[config.mk]
export PLATFORM = sky130hd
export DESIGN_NAME = matrix_loader
export DESIGN_NICKNAME = d
export VERILOG_FILES = /design/src/rtl/matrix_loader.sv
export SDC_FILE = /design/constraint.sdc
export NUM_CORES = 1
export LEC_CHECK = 0
export CAP_MARGIN = 40
export CORE_ASPECT_RATIO = 0.8
export CORE_MARGIN = 5
export CORE_UTILIZATION = 43
export DETAILED_ROUTE_END_ITERATION = 10
export PLACE_DENSITY = 0.83
export REMOVE_ABC_BUFFERS = 1
export SLEW_MARGIN = 20
export SYNTH_ARGS = -nofsm -noshare
export SYNTH_HDL_FRONTEND = slang
export SYNTH_SLANG_ARGS = --single-unit
[constraint.sdc]
create_clock -name clk -period 4.5 [get_ports clk]
set_clock_uncertainty 0.05 [all_clocks]
set_input_delay 0.9 -clock clk [delete_from_list [all_inputs] [get_ports clk]]
set_output_delay 0.9 -clock clk [all_outputs]
set_load 0.03 [all_outputs]
[src/rtl/matrix_loader.sv]
// Operand loader: streams A then B into the operand register file, pulses
// cf_load to start a multiply, then holds off the next frame until output_set.
module matrix_loader #(
  parameter int DATA_W = 8,
  parameter int N      = 2,
  parameter int ADDR_W = $clog2(2 * N * N)
) (
  input  logic              clk,
  input  logic              reset,
  input  logic              in_valid,
  input  logic [DATA_W-1:0] in_data,
  input  logic              in_last,
  output logic              in_ready,
  input  logic              mem_clr,
  input  logic              output_set,
  output logic              wr_en,
  output logic [ADDR_W-1:0] wr_addr,
  output logic [DATA_W-1:0] wr_data,
  output logic              cf_load,
  output logic              busy,
  output logic              frame_err,
  output logic [2:0]        dbg_state
);

  // Handshake: an element transfers on a rising edge where in_valid & in_ready.
  // in_ready depends only on registered state, gated by mem_clr.

  localparam int FRAME = 2 * N * N;
  localparam logic [ADDR_W:0] LAST_IDX = (ADDR_W + 1)'(FRAME - 1);

  typedef enum logic [2:0] {
    S_IDLE   = 3'd0,
    S_FILL   = 3'd1,
    S_COMMIT = 3'd2,
    S_LOAD   = 3'd3,
    S_WAIT   = 3'd4
  } state_e;

  state_e              state_q, state_d;
  logic [ADDR_W:0]     cnt_q, cnt_d;
  logic                err_q, err_d;
  logic                wr_en_q, wr_en_d;
  logic [ADDR_W-1:0]   wr_addr_q, wr_addr_d;
  logic [DATA_W-1:0]   wr_data_q, wr_data_d;
  logic                accept;

  assign in_ready = (state_q == S_FILL) && !mem_clr;
  assign accept   = in_valid && in_ready;

  always_ff @(posedge clk or negedge reset) begin
    if (!reset) begin
      state_q   <= S_IDLE;
      cnt_q     <= '0;
      err_q     <= 1'b0;
      wr_en_q   <= 1'b0;
      wr_addr_q <= '0;
      wr_data_q <= '0;
    end else begin
      state_q   <= state_d;
      cnt_q     <= cnt_d;
      err_q     <= err_d;
      wr_en_q   <= wr_en_d;
      wr_addr_q <= wr_addr_d;
      wr_data_q <= wr_data_d;
    end
  end

  always_comb begin
    state_d   = state_q;
    cnt_d     = cnt_q;
    err_d     = err_q;
    wr_en_d   = accept;
    wr_addr_d = wr_addr_q;
    wr_data_d = wr_data_q;

    if (accept) begin
      wr_addr_d = cnt_q[ADDR_W-1:0];
      wr_data_d = in_data;
    end

    unique case (state_q)
      S_IDLE: state_d = S_FILL;
      S_FILL: begin
        if (mem_clr) begin
          cnt_d = '0;
        end else if (accept) begin
          if (cnt_q == LAST_IDX) begin
            // A final element without in_last is still committed, just flagged.
            state_d = S_COMMIT;
            cnt_d   = '0;
            if (!in_last) err_d = 1'b1;
          end else if (in_last) begin
            // Early in_last: the element is written but the partial frame is dropped.
            err_d = 1'b1;
            cnt_d = '0;
          end else begin
            cnt_d = cnt_q + 1'b1;
          end
        end
      end
      S_COMMIT: state_d = S_LOAD;
      S_LOAD:   state_d = S_WAIT;
      S_WAIT:   if (output_set) state_d = S_FILL;
      default:  state_d = S_IDLE;
    endcase
  end

  assign wr_en     = wr_en_q;
  assign wr_addr   = wr_addr_q;
  assign wr_data   = wr_data_q;
  assign cf_load   = (state_q == S_LOAD);
  assign busy      = (state_q == S_WAIT);
  assign frame_err = err_q;
  assign dbg_state = state_q;

endmodule

==> out/metrics.cfg, run 1 <==
[layout]
drive_gt1_share_pct = 20.0
layout.cells.non_filler = 124
syn_to_final_growth_pct = 44.2
n_antenna_cell = 0
fillers = 163
fin_util_pct = 66.1
final_net_count = 116

[die]
chipWidth_microns = 60.7
coreArea_sq_mm = 0.00193
row_count = 14
die_area_sq_mm = 0.00307
num_io_pins = 33
initial_utilization_pct = 45.8
dieHeight_microns = 50.5

[global_routing]
grt_overflow = 0
grt_pass1_vias = 694
grt_max_degree = 17
grt_usage_pct = 13.3
grt_first_pass_wirelength_microns = 3010
antenna_found_initial = 0

[detailed_routing]
drtAntennaViolNets = 0
first_pass_iters = 4
wl_microns = 1870
vias = 645
routed_via_density = 5.20
wl_per_cell_microns = 15.0
drt-initial-drc-count = 11
drc = 0

[logic_synthesis]
synthCells = 64
synth-compound-area-share_pct = 8.50
yosys.area_share.simple_pct = 9.63
postSynthRegisterBits = 20
synth_top_family_by_area = multiplexers
avgSynthCellArea_sq_um = 13.8
synthMuxAreaShare_pct = 18.3
synth_area_sq_um = 883
synth_top_cell_by_area = dfrtp_1
synth_area_leaders = dfrtp_1, mux2_4, mux2_2, a32o_1, inv_1
synthAdderAreaFrac_pct = 1.42
synth_cell_types = 25
seq_area_frac_synth_pct = 56.7
synth_warnings = 0
synth-xor-area-share_pct = 1.98
synth_top_area_share_pct = 56.7

[timing]
min_period_ps = 3570
fin_crit_sh_pct = 79.3
tightest_slew_ps = 351
slew_headroom_pct = 76.5
setup_viol_count_final = 0
slew_viol_final = 0
tns_ps = 0
finalWorstSetupSlack_ps = 930
fmax_mhz = 280
rsz0062_at_grt = no
hold_viol_final = 0

[cts]
clock_sinks = 20
cts-htree-levels = 1
post_cts_buffers = 0
cts_buffers = 3
root_buffer = clkbuf_4
cts_tree = done
clk_pin_slew_ps = 100
clkLatencyLatePin_ps = 290
clock_path_buffers = 2
cts_hold_buf = 0
cts_resized = 0

[power]
power.leakage_nw = 0.576
max-vdd-ir-drop_v = 0.000265
p_per_area_mw_per_mm2 = 309

[place]
dp_cells = 120
finalWeightedCongestion = 0.755
portBuffers = 32
place_ws_ps = 927

[outcome]
outcome = completed

[critical_path]
critPathKind = input port to output port
cp.arrival_ps = 2620
critPathMaxFanout = 4
cp-end-kind = output port
crit_required_ps = 3550
startpoint_type = input port

[job]
drv_cap = 0

[hold_path]
holdCritPathClass = register to register

## synthesized netlist by cell type
master / number
o22ai_1: 1
nand3b_1: 1
a32o_1: 2
nand2_4: 1
mux2_2: 5
inv_1: 4
o21bai_1: 1
clkinv_2: 1
o211ai_1: 2
xnor2_1: 1
mux2_4: 7
nor2b_1: 1
or4b_4: 1
ha_1: 1
o31ai_1: 1
buf_6: 1
nand3_1: 1
a221o_1: 1
dfrtp_1: 20
o32ai_1: 1
nor2_1: 4
nor4b_1: 1
nand2b_1: 1
nand2_1: 3
xor2_1: 1
## per-layer routing
metal	vias up	share of wire, %	global-route usage (%)
met4	0	2.5	6.50
met1	311	40	14.9
met2	24	49	21.9
met3	6	8.0	4.87
li1	304	-	-
met5	-	0	0
## cells by family (layout without fill, tap and decap cells)
kind of cell,after synthesis,count (layout)
xor+xnor,2,2
flops,20,20
mux,12,12
buf+inv,6,42
simple gates,14,14
compound gates,9,9
fa+ha+maj,1,1
## cells in the final DEF, fill, tap and decap left out, types with 2 or more instances in the layout
| cell | instances |
|---|---|
| a32o_1 | 2 |
| clkbuf_4 | 3 |
| dfrtp_1 | 20 |
| o211ai_1 | 2 |
| inv_1 | 4 |
| nand2_1 | 3 |
| mux2_2 | 5 |
| mux2_4 | 7 |
| nor2_1 | 4 |
| clkdlybuf4s50_1 | 32 |
## worst max-delay path, cell delays in order
cell and delay, ps:
clkdlybuf4s50_1 430, or4b_4 520, clkinv_2 90, clkdlybuf4s50_1 670
## registers in the layout (all words and copies together), names as in the netlist
signal,cells
dbg_state,3
cnt_q,4
wr_addr,3
frame_err,1
wr_data,8
wr_en,1
## worst paths after layout
| check | start | to | slack, ps | depth (start not counted) |
|---|---|---|---|---|
| min in group asynchronous | reset | cnt_q[2]$_DFFE_PN0P_ | 780 | 1 |
| min | frame_err$_DFFE_PN0P_ | frame_err$_DFFE_PN0P_ | 460 | 1 |
| max in group asynchronous | reset | cnt_q[0]$_DFFE_PN0P_ | 3250 | 2 |
| min reg2reg | frame_err$_DFFE_PN0P_ | frame_err$_DFFE_PN0P_ | 460 | 1 |
| max reg2reg | dbg_state[2]$_DFFE_PN0P_ | wr_data[7]$_DFFE_PN0P_ | 2690 | 4 |
| max | mem_clr | in_ready | 930 | 4 |
## where the power goes
part           internal [mW]  leakage (nW)  switching [mW]
Sequential             0.193         0.249         0.00711
Combinational         0.0490         0.306          0.0468
Clock                 0.0493        0.0210          0.0493
Total                  0.291         0.576           0.103
## layout make-up
cell class | instances | area (sq um) | share of cell area, %
Sequential cell | 20 | 500 | 39.3
Multi-Input combinational cell | 38 | 352 | 27.6
Timing Repair Buffer | 33 | 335 | 26.3
Clock buffer | 4 | 36.3 | 2.85
Tap cell | 24 | 30.0 | 2.36
Inverter | 5 | 20.0 | 1.57
## stage by stage
stage | power [mW] | area [sq um] | hold WS (ps)
2_1_floorplan | 0.252 | 872 | 449
3_3_place_gp | 0.296 | 1220 | 427
3_5_place_dp | 0.300 | 1240 | 437
4_1_cts | 0.401 | 1270 | 461
5_1_grt | 0.413 | 1270 | 492
6_report | 0.394 | 1270 | 458
Power figures use the tool's default switching activity.
==> inputs of run 2 (changes only) <==
- CORE_UTILIZATION: 43 -> 42
- PLACE_DENSITY: 0.83 -> 0.82
- clock period: 4.5 -> 3.3 ns (I/O delays scaled with it)
==> out/metrics.cfg, run 2 (synthesis results as in run 1) <==
[outcome]
outcome = completed

[place]
place_hpwl_microns = 1480
place_ws_ps = 219  ; -708 ps
finalWeightedCongestion = 0.734  ; -2.7%
placed_cell_area_sq_mm = 0.00123  ; -0.30%
portBuffers = 32  ; unchanged

[layout]
syn_to_final_growth_pct = 43.8
layout_common_cells = clkdlybuf4s50_1, dfrtp_1, mux2_4
largest_register_ffs = 8  ; unchanged
design_area_sq_mm = 0.00127  ; -0.29%
drive_gt1_share_pct = 20.0  ; unchanged
fillers = 144  ; -12%
final_net_count = 116  ; unchanged
final_common_cell = clkdlybuf4s50_1
fin_util_pct = 65.3  ; -0.79 points
n_antenna_cell = 0  ; unchanged

[critical_path]
cp.arrival_ps = 2360  ; -260 ps
crit_buf_inv = 3  ; unchanged
worst-r2r-setup-slack_ps = 1480  ; -1210 ps
critPathSlowestCell = clkdlybuf4s50_1
critPathKind = input port to output port
crit_chain = clkdlybuf4s50_1 > or4b_4 > clkinv_2 > clkdlybuf4s50_1
startpoint_type = input port
cp-end-kind = output port
crit_required_ps = 2590  ; -960 ps
critPathMaxFanout = 4  ; unchanged
path_delay_family = buffers and inverters
critPathMaxStageDelay_ps = 670  ; about the same
critical_path.most_common_cell = clkdlybuf4s50_1

[detailed_routing]
wl_microns = 1840  ; -1.3%
first_pass_iters = 2  ; -2
drc = 0  ; unchanged
vias = 626  ; -2.9%
drtAntennaViolNets = 0  ; unchanged
routed_via_density = 5.05  ; -2.9%
wl_per_cell_microns = 14.8  ; -1.3%
drt-initial-drc-count = 4  ; -7

[global_routing]
grt_pass1_vias = 631  ; -9.1%
grt_max_degree = 15  ; -2
antenna_found_initial = 0  ; unchanged
grt_overflow = 0  ; unchanged
grt_first_pass_wirelength_microns = 3000  ; -0.23%
grt_usage_pct = 13.6  ; +0.33 points

[die]
dieHeight_microns = 51.0  ; +0.95%
initial_utilization_pct = 45.4  ; -0.41 points
num_io_pins = 33  ; unchanged
chipWidth_microns = 61.3  ; +0.99%
coreArea_sq_mm = 0.00194  ; +0.91%
row_count = 14  ; unchanged
die_area_sq_mm = 0.00313  ; +1.9%

[cts]
clk_pin_slew_ps = 100  ; about the same
root_buffer = clkbuf_4
cts_resized = 0  ; unchanged
post_cts_buffers = 0  ; unchanged
cts_tree = done
cts_hold_buf = 0  ; unchanged
clock_path_buffers = 2  ; unchanged
clkLatencyLatePin_ps = 300  ; about the same
cts_buffers = 3  ; unchanged
cts-htree-levels = 1  ; unchanged
clock_sinks = 20  ; unchanged

[job]
drv_cap = 0  ; unchanged

[timing]
hold_viol_final = 0  ; unchanged
tns_ps = 0  ; unchanged
min_period_ps = 3070
rsz0062_at_grt = no
tightest_slew_ps = 500  ; +149 ps
slew_viol_final = 0  ; unchanged
finalWorstSetupSlack_ps = 227  ; -702 ps
slew_headroom_pct = 66.6  ; -10 points
fin_crit_sh_pct = 93.1
fmax_mhz = 325
hold_slack_ps = 437  ; -21.8 ps
setup_viol_count_final = 0  ; unchanged

[power]
power.leakage_nw = 0.574  ; -0.24%
max-vdd-ir-drop_v = 0.000302  ; +14%
p_per_area_mw_per_mm2 = 424  ; +37%

[hold_path]
holdCritPathClass = register to register

-- run 2: cell counts in the layout (fill, tap and decap cells not counted) --
No cell type changed its count.
-- run 2: cell type report --
cell class	instances	area [sq um]	share of cell area, %
clock buffer	4	36.3	2.86
inverter	5	20.0	1.58
multi-input combinational	38	352	27.7
sequential	20	500	39.4
tap	24	30.0	2.36
timing repair buffer	33	332	26.1
-- run 2: final timing paths --
path                       depth (start not counted)                       end                      from
hold / removal                                     1     frame_err$_DFFE_PN0P_     frame_err$_DFFE_PN0P_
setup reg to reg                                   4    wr_data[4]$_DFFE_PN0P_  dbg_state[2]$_DFFE_PN0P_
setup / recovery                                   4                  in_ready                   mem_clr
hold reg to reg                                    1     frame_err$_DFFE_PN0P_     frame_err$_DFFE_PN0P_
min in group asynchronous                          1  dbg_state[1]$_DFFE_PN0P_                     reset
max in group asynchronous                          2    wr_data[5]$_DFFE_PN0P_                     reset
-- run 2: metal layers --
| layer | wire, microns | global-route usage [%] | share of wire [%] | vias to the layer above |
|---|---|---|---|---|
| met5 | 0 | 0 | 0 | - |
| met4 | 55 | 8.30 | 3.0 | 0 |
| met3 | 125 | 5.29 | 6.8 | 6 |
| met2 | 923 | 21.3 | 50 | 20 |
| met1 | 737 | 15.4 | 40 | 298 |
| li1 | - | - | - | 302 |
-- run 2: where the power goes --
part | switching, mW | internal [mW]
registers | 0.00906 | 0.263
logic | 0.0632 | 0.0663
clock network | 0.0697 | 0.0674
total | 0.142 | 0.396
-- run 2: worst reg2reg max path: stages (launching register included) --
cell and delay (ps):
dfrtp_1 480, or4b_4 600, clkinv_2 90, nand2_4 140, mux2_4 350
-- run 2: through the flow --
step | power [mW] | cells
2_1_floorplan | 0.343 | 63
3_3_place_gp | 0.404 | 119
3_5_place_dp | 0.409 | 120
4_1_cts | 0.548 | 124
5_1_grt | 0.563 | 124
6_report | 0.538 | 124
==> inputs of run 3 (changes only) <==
- clock period: 3.3 -> 3.1 ns (I/O delays scaled with it)
==> out/metrics.cfg, run 3 (synthesis results as in run 1) <==
[power]
power.leakage_nw = 0.574  ; unchanged
p_total_mw = 0.571  ; +6.1%
max-vdd-ir-drop_v = 0.000405  ; +34%
p_per_area_mw_per_mm2 = 450  ; +6.1%

[critical_path]
crit_required_ps = 2430  ; -160 ps
r2r_start = dbg_state[2]$_DFFE_PN0P_
startpoint = mem_clr
crit_chain = clkdlybuf4s50_1 > or4b_4 > clkinv_2 > clkdlybuf4s50_1
cp.arrival_ps = 2330  ; -30 ps
rr_worst_depth = 4  ; unchanged
critPathKind = input port to output port
critical_path.most_common_cell = clkdlybuf4s50_1
critPathMaxFanout = 4  ; unchanged
startpoint_type = input port
critPathSlowestCell = clkdlybuf4s50_1
cp-end-kind = output port
critPathMaxStageDelay_ps = 670  ; about the same

[global_routing]
antenna_found_initial = 0  ; unchanged
grt_pass1_vias = 638  ; +1.1%
grt_usage_pct = 12.6  ; -0.94 points
grt_max_degree = 15  ; unchanged
grt_first_pass_wirelength_microns = 2880  ; -4.1%
grt_overflow = 0  ; unchanged

[timing]
hold_viol_final = 0  ; unchanged
slew_headroom_pct = 63.1  ; -3.4 points
rsz0062_at_grt = no
slew_viol_final = 0  ; unchanged
hold_slack_ps = 457  ; +20.6 ps
fmax_mhz = 333
tightest_slew_ps = 551  ; +51.1 ps
min_period_ps = 3000
fin_crit_sh_pct = 96.8
setup_viol_count_final = 0  ; unchanged
tns_ps = 0  ; unchanged
finalWorstSetupSlack_ps = 99.5  ; -128 ps

[hold_path]
hold_path_depth = 1  ; unchanged
holdCritPathClass = register to register
min_from = frame_err$_DFFE_PN0P_

[detailed_routing]
wl_per_cell_microns = 14.5  ; -2.2%
wl_microns = 1800  ; -2.2%
vias = 625  ; -0.16%
routed_via_density = 5.04  ; -0.16%
drt-initial-drc-count = 13  ; +9
drc = 0  ; unchanged
drtAntennaViolNets = 0  ; unchanged
first_pass_iters = 2  ; unchanged

[die]
chipWidth_microns = 61.3  ; unchanged
row_count = 14  ; unchanged
dieHeight_microns = 51.0  ; unchanged
die_area_sq_mm = 0.00313  ; unchanged
initial_utilization_pct = 45.4  ; unchanged
num_io_pins = 33  ; unchanged
coreArea_sq_mm = 0.00194  ; unchanged

[outcome]
outcome = completed

[cts]
cts_tree = done
root_buffer = clkbuf_4
cts_resized = 0  ; unchanged
cts-htree-levels = 1  ; unchanged
post_cts_buffers = 0  ; unchanged
clock_path_buffers = 2  ; unchanged
clk_pin_slew_ps = 100  ; about the same
clock_sinks = 20  ; unchanged
clkLatencyLatePin_ps = 290  ; about the same
cts_buffers = 3  ; unchanged
cts_hold_buf = 0  ; unchanged

[layout]
syn_to_final_growth_pct = 43.8  ; unchanged
n_antenna_cell = 0  ; unchanged
drive_gt1_share_pct = 20.0  ; unchanged
final_net_count = 116  ; unchanged
layout.cells.non_filler = 124  ; unchanged
largest_register_ffs = 8  ; unchanged
final_common_cell = clkdlybuf4s50_1
layout_common_cells = clkdlybuf4s50_1, dfrtp_1, mux2_4

[place]
finalWeightedCongestion = 0.733  ; about the same
place_hpwl_microns = 1410  ; -5.1%
place_ws_ps = 107  ; -111 ps
dp_cells = 120  ; unchanged
portBuffers = 32  ; unchanged

[job]
drv_cap = 0  ; unchanged

-- run 3: metal layers --
| layer | track usage (%) | vias to the layer above | wire [microns] |
|---|---|---|---|
| met5 | 0 | - | 0 |
| met4 | 7.22 | 0 | 28 |
| met3 | 3.78 | 2 | 120 |
| met2 | 19.5 | 18 | 874 |
| met1 | 15.5 | 305 | 776 |
| li1 | - | 300 | - |
-- run 3: stage by stage --
stage / cell area, sq um / util (%)
3_5_place_dp: 1230 / 63.4
2_1_floorplan: 872 / -
6_report: 1270 / 65.3
5_1_grt: 1270 / 65.3
4_1_cts: 1270 / 65.3
3_3_place_gp: 1220 / 62.9
-- run 3: final timing paths --
kind / end / slack [ps]
min: frame_err$_DFFE_PN0P_ / 460
max: in_ready / 100
max reg2reg: wr_data[7]$_DFFE_PN0P_ / 1300
max in group asynchronous: wr_data[0]$_DFFE_PN0P_ / 1910
min reg2reg: frame_err$_DFFE_PN0P_ / 460
min in group asynchronous: cnt_q[1]$_DFFE_PN0P_ / 620
-- run 3: worst max-delay path, delay by kind of cell --
kind / cells / cell delay [ps]
buffers and inverters: 3 / 1190
and+or+nand+nor: 1 / 520
-- run 3: power by group --
group	internal [mW]	total (mW)	leakage, nW	switching, mW
combinational	0.0706	0.137	0.305	0.0665
sequential	0.280	0.290	0.249	0.0101
clock	0.0716	0.145	0.0210	0.0729
total	0.422	0.571	0.574	0.150
-- run 3: area by class of cell --
class	count	area [sq um]
Inverter	5	20.0
Tap cell	24	30.0
Clock buffer	4	36.3
Multi-Input combinational cell	38	352
Fill cell	155	674
Timing Repair Buffer	33	332
Sequential cell	20	500
